## src/rtl/fsm_drv_pkg.sv

```systemverilog
// Shared definitions for the jump/dout handshake initiator: state encoding and
// the default response timeout.
package fsm_drv_pkg;

    localparam logic [2:0] ST_IDLE  = 3'd0;
    localparam logic [2:0] ST_GAP   = 3'd1;
    localparam logic [2:0] ST_PULSE = 3'd2;
    localparam logic [2:0] ST_WAIT  = 3'd3;
    localparam logic [2:0] ST_FIN   = 3'd4;

    typedef enum logic [2:0] {
        IDLE  = ST_IDLE,
        GAP   = ST_GAP,
        PULSE = ST_PULSE,
        WAIT  = ST_WAIT,
        FIN   = ST_FIN
    } state_t;

    localparam int TIMEOUT_DEF = 16;

endpackage

```

## src/rtl/cyc_down_cnt.sv

```systemverilog
// Loadable down counter that parks at zero; zero flags the parked condition.
module cyc_down_cnt #(
    parameter int W = 8
) (
    input  logic         clk,
    input  logic         rst,
    input  logic         load,
    input  logic         en,
    input  logic [W-1:0] value,
    output logic         zero
);

    logic [W-1:0] cnt;

    // NOTE: sequential state uses non-blocking assignments so every register samples pre-edge values.
    always_ff @(posedge clk) begin
        if (rst) begin
            cnt <= '0;
        end else if (load) begin
            cnt <= value;
        end else if (en && cnt != '0) begin
            cnt <= cnt - 1'b1;
        end
    end

    assign zero = (cnt == '0);

endmodule

```

## src/rtl/fsm_jump_driver.sv

```systemverilog
// Initiator for the jump/dout handshake: issues cmd_num jump pulses, each after cmd_gap idle
// cycles, and counts responder changes on {dout_p,dout_q}. Define JUMP_TIMEOUT_EN for the response timeout.
module fsm_jump_driver
    import fsm_drv_pkg::*;
#(
    parameter int CNT_W = 8,
    parameter int GAP_W = 8
`ifdef JUMP_TIMEOUT_EN
    ,
    parameter int TIMEOUT = TIMEOUT_DEF
`endif
) (
    input  logic             clk,
    input  logic             rst,
    input  logic             cmd_valid,
    output logic             cmd_ready,
    input  logic [CNT_W-1:0] cmd_num,
    input  logic [GAP_W-1:0] cmd_gap,
    output logic             jump,
    input  logic             dout_p,
    input  logic             dout_q,
    output logic             busy,
    output logic             done,
    output logic             err,
    output logic [CNT_W-1:0] ack_cnt
);

    state_t           state;
    state_t           state_nxt;
    logic [CNT_W-1:0] num_q;
    logic [GAP_W-1:0] gap_q;
    logic [1:0]       snap;
    logic             accept;
    logic             resp;
    logic [CNT_W-1:0] ack_inc;
    logic             ack_last;
    logic             gap_load;
    logic             gap_zero;
    logic             tmo_expire;

    assign cmd_ready = (state == IDLE);
    assign busy      = (state != IDLE);
    assign accept    = cmd_valid & cmd_ready;

    // A response is any difference from the value captured as PULSE was left.
    assign resp     = (state == WAIT) && ({dout_p, dout_q} != snap);
    assign ack_inc  = ack_cnt + 1'b1;
    assign ack_last = (ack_inc == num_q);

    assign gap_load = (accept && cmd_num != '0) || (resp && !ack_last);

    cyc_down_cnt #(.W(GAP_W)) u_gap_cnt (
        .clk   (clk),
        .rst   (rst),
        .load  (gap_load),
        .en    (state == GAP),
        .value (accept ? cmd_gap : gap_q),
        .zero  (gap_zero)
    );

`ifdef JUMP_TIMEOUT_EN
    localparam int TMO_W = (TIMEOUT > 1) ? $clog2(TIMEOUT) : 1;
    logic tmo_zero;

    // Loaded with TIMEOUT-1 so WAIT lasts exactly TIMEOUT cycles before giving up.
    cyc_down_cnt #(.W(TMO_W)) u_tmo_cnt (
        .clk   (clk),
        .rst   (rst),
        .load  (state == PULSE),
        .en    (state == WAIT),
        .value (TMO_W'(TIMEOUT - 1)),
        .zero  (tmo_zero)
    );

    assign tmo_expire = (state == WAIT) && !resp && tmo_zero;
`else
    assign tmo_expire = 1'b0;
    assign err        = 1'b0;
`endif

    // NOTE: every always_comb output gets a default first, so no path can infer a latch.
    always_comb begin
        state_nxt = state;
        case (state)
            IDLE:    if (accept) state_nxt = (cmd_num == '0) ? FIN : GAP;
            GAP:     if (gap_zero) state_nxt = PULSE;
            PULSE:   state_nxt = WAIT;
            WAIT: begin
                if (resp) begin
                    state_nxt = ack_last ? FIN : GAP;
                end else if (tmo_expire) begin
                    state_nxt = FIN;
                end
            end
            FIN:     state_nxt = IDLE;
            default: state_nxt = IDLE;
        endcase
    end

    // jump and done are decoded from state_nxt and registered so both are glitch-free.
    always_ff @(posedge clk) begin
        if (rst) begin
            state   <= IDLE;
            jump    <= 1'b0;
            done    <= 1'b0;
            ack_cnt <= '0;
            num_q   <= '0;
            gap_q   <= '0;
            snap    <= '0;
`ifdef JUMP_TIMEOUT_EN
            err     <= 1'b0;
`endif
        end else begin
            state <= state_nxt;
            jump  <= (state_nxt == PULSE);
            done  <= (state_nxt == FIN);
            if (accept) begin
                num_q   <= cmd_num;
                gap_q   <= cmd_gap;
                ack_cnt <= '0;
            end
            if (state == PULSE) begin
                snap <= {dout_p, dout_q};
            end
            if (resp) begin
                ack_cnt <= ack_inc;
            end
`ifdef JUMP_TIMEOUT_EN
            if (accept) begin
                err <= 1'b0;
            end else if (tmo_expire) begin
                err <= 1'b1;
            end
`endif
        end
    end

endmodule
```

## config.mk

```make
export PLATFORM = sky130hd
export DESIGN_NAME = fsm_jump_driver
export DESIGN_NICKNAME = d
export VERILOG_FILES = /design/src/rtl/fsm_drv_pkg.sv /design/src/rtl/cyc_down_cnt.sv /design/src/rtl/fsm_jump_driver.sv
export SDC_FILE = /design/constraint.sdc
export NUM_CORES = 1
export LEC_CHECK = 0
export CORE_MARGIN = 5
export CORE_UTILIZATION = 50
export DETAILED_ROUTE_END_ITERATION = 10
export GPL_ROUTABILITY_DRIVEN = 0
export PLACE_DENSITY = 0.86
export SYNTH_ARGS = -nofsm -noshare
export SYNTH_HDL_FRONTEND = slang
export SYNTH_SLANG_ARGS = --single-unit
export TNS_END_PERCENT = 10
```

## constraint.sdc

```tcl
create_clock -name clk -period 2.9 [get_ports clk]
set_input_delay 0.58 -clock clk [delete_from_list [all_inputs] [get_ports clk]]
set_output_delay 0.58 -clock clk [all_outputs]
set_load 0.02 [all_outputs]
```

==> impl_metrics.csv <==
group,metric,value,unit
run_status,outcome,"finished clean",
power,p_comb_share,42.7,%
power,power.share.switching,38.08,%
sta,hold_viol_final,0,
logic_synthesis,synth_top_area_share,39.29,%
route,ant_nets,0,
job,max_cap_violations,0,
die,coreArea,3914,um2
setup_path,start_kind,"flop",
logic_synthesis,async_flop_share,0,%
sta,slew_viol_final,0,
sta,post-route-min-period,2424,ps
global_route,overflow,0,
route,viasPerCell,5.610,
logic_synthesis,avgSynthCellArea,7.948,um2
global_route,grt_max_degree,19,
logic_synthesis,synth_top_area_cell,"dfxtp_1",
setup_path,critPathMaxFanout,8,
cts,cts_root_buf,"clkbuf_8",
place,post-dp-hpwl,3314,um
cts,clockBufferDepth,2,
die,rows,23,
sta,fmaxAchievable,0.4126,GHz
place,dpl_worst_slack,211.5,ps
setup_path,arrival,2610,ps
power,powerDensity,795.7,nW/um2
cts,ctsResizeCount,0,
logic_synthesis,yosys_warnings,0,
cts,clk-insertion-delay-late,300,ps
global_route,antenna_found_initial,0,
setup_path,path_cells,"ha_1, and3_1, xnor2_1, o21ai_0, nor3_1, a21oi_2, mux2_2",
route,routed_wirelength,4566,um
sta,fin_crit_sh,83.58,%
global_route,grt_pass1_wl,7928,um
sta,finalWorstSetupSlack,476.1,ps
logic_synthesis,synth_seq_cells,39,
logic_synthesis,synth_area_leaders,"dfxtp_1 (39%), nand2_1 (7.9%), a21oi_1 (7.1%)",
sta,setup_tns,0,ps
power,switchingPower,736.1,uW
power,vdd_drop_max,0.4524,mV
setup_path,critPathKind,"reg2reg",
die,io_pins,34,
cells_and_area,fin_area,2430,um2
logic_synthesis,netlist_instances,250,
die,fp.dieArea,5335,um2
setup_path,crit_required,3080,ps
setup_path,rrSetupSlack,480,ps
cts,clkTransAtPathRegs,80,ps
cells_and_area,syn2layout_area_growth,22.29,%
power,p_seq_share,38.7,%
global_route,grt_pass1_vias,1822,
setup_path,crit_buf_inv,0,
route,via_count,1868,
place,numPortBuffers,32,
cells_and_area,nets,306,
power,leakagePower,0.0009067,uW
global_route,gr-usage-all-layers,18.88,%
logic_synthesis,synth_common_cells,"nand2_1 (42), dfxtp_1 (39), nor2_1 (29)",
logic_synthesis,synth_nets,274,
sta,fin_worst_skew,8.325,ps
logic_synthesis,yosysSeqAreaShare,39.29,%
power,p_clk_share,18.6,%
setup_path,cp_top_family,"compound AO/OA/AOI/OAI gates",
cts,cts_made_buffers,5,
cts,cts_tree,"yes",
setup_path,endpoint_kind,"flop",
cts,post-cts-setup-buffer-count,0,
setup_path,worst_path_max_delay_cell,"dfxtp_1",
logic_synthesis,synth_edf_count,0,
power,internal_power,1197,uW
setup_path,max_stage_delay,460,ps
min_path,hp-class,"reg2reg",
die,start_util,50.77,%
cts,hold_buffers,0,
place,post_dp_cell_area,2349,um2
cells_and_area,antenna_cells,0,
cts,htreeDepth,2,
cells_and_area,fillers,375,
route,wl_per_cell,13.71,um
route,drt_pre_antenna_iters,4,
die,die_w,73.04,um
route,drt_iter0_markers,138,
logic_synthesis,netlist_area,1987,um2
sta,setup_viol,0,
cells_and_area,drive_gt1_share,9.187,%
logic_synthesis,synth.most_common_cell,"nand2_1",
die,die_y,73.04,um
sta,rsz0062_at_grt,"no",
logic_synthesis,ys.flop_type,"dfxtp_1",
route,drc_errors,0,
cells_and_area,final_util,62.08,%
power,power,1933,uW
logic_synthesis,yosys.cell_types.count,47,
cts,cts_sinks,39,
## cells by family after synthesis
group                    after synthesis  share of synthesized area [%]
XOR/XNOR                              16                          7.053
adder cells (fa/ha/maj)                3                          1.889
buffers and inverters                 17                          4.093
AND/OR/NAND/NOR                      111                          26.64
flip-flops                            39                          39.29
multiplexers                           9                          5.038
other                                  1                         0.1887
AO/OA/AOI/OAI                         54                          15.81
## area by class of cell
class	instances	area [um2]	share of cell area [%]
clock inverter	1	5.005	0.2060
timing repair buffer	38	365.4	15.04
inverter	4	15.01	0.6179
sequential	39	780.7	32.13
tap	50	62.56	2.575
multi-input combinational	194	1125	46.29
clock buffer	7	76.32	3.141
## cell usage in the layout, fill, tap and decap left out, drive strengths merged, types with 2 or more instances in the layout
cell and count:
a211o 2, a211oi 2, a21boi 2, a21oi 29, and2 3, and3 2, buf 6, clkbuf 7
clkdlybuf4s50 32, dfxtp 39, ha 3, inv 4, mux2 8, nand2 43, nand2b 2, nand3 9
nand4b 2, nor2 29, nor2b 2, nor3 5, nor3b 2, nor4 2, o21ai 12, or3 2
or4 3, xnor2 8, xor2 8
## power by group through the flow
stage | clock network, uW | registers (uW) | logic (uW)
after floorplan | 0 | 731 | 641
after global placement | 0 | 750 | 802
after detailed placement | 0 | 759 | 822
after CTS | 362 | 747 | 831
after global routing | 387 | 765 | 934
final | 360 | 748 | 826
## layer usage
layer / GRT usage (%) / part of all wire (%)
met2: 32.87 / 50
met4: 9.426 / 2.1
met3: 4.408 / 5.3
met1: 21.34 / 43
met5: 0 / 0
## tightest hold or removal path, delay by kind of cell, from the launching register on
kind               cells  cell delay [ps]
DFF                    1              300
AOI/OAI and AO/OA      1               70
and+or+nand+nor        1               40
## registers in the layout (all words and copies together) (netlist names)
register / cells
done: 1
state: 3
gap_q: 8
jump: 1
num_q: 8
snap: 2
ack_cnt: 8
u_gap_cnt.cnt: 8
## worst paths after layout
check                           cells after the start        from               end
worst max-delay path                                7  ack_cnt[0]  u_gap_cnt.cnt[3]
worst min-delay path                                2    gap_q[4]          gap_q[4]
worst max register to register                      7  ack_cnt[0]  u_gap_cnt.cnt[3]
worst min register to register                      2    gap_q[4]          gap_q[4]
## through the flow
step,instances,hold slack (ps)
CTS,333,464.2
detailed placement,325,451.6
finish,333,461.2
global route,333,488.9
floorplan,250,435.5
global placement,325,450.8
Note: power is estimated with default switching activity, not from simulation.
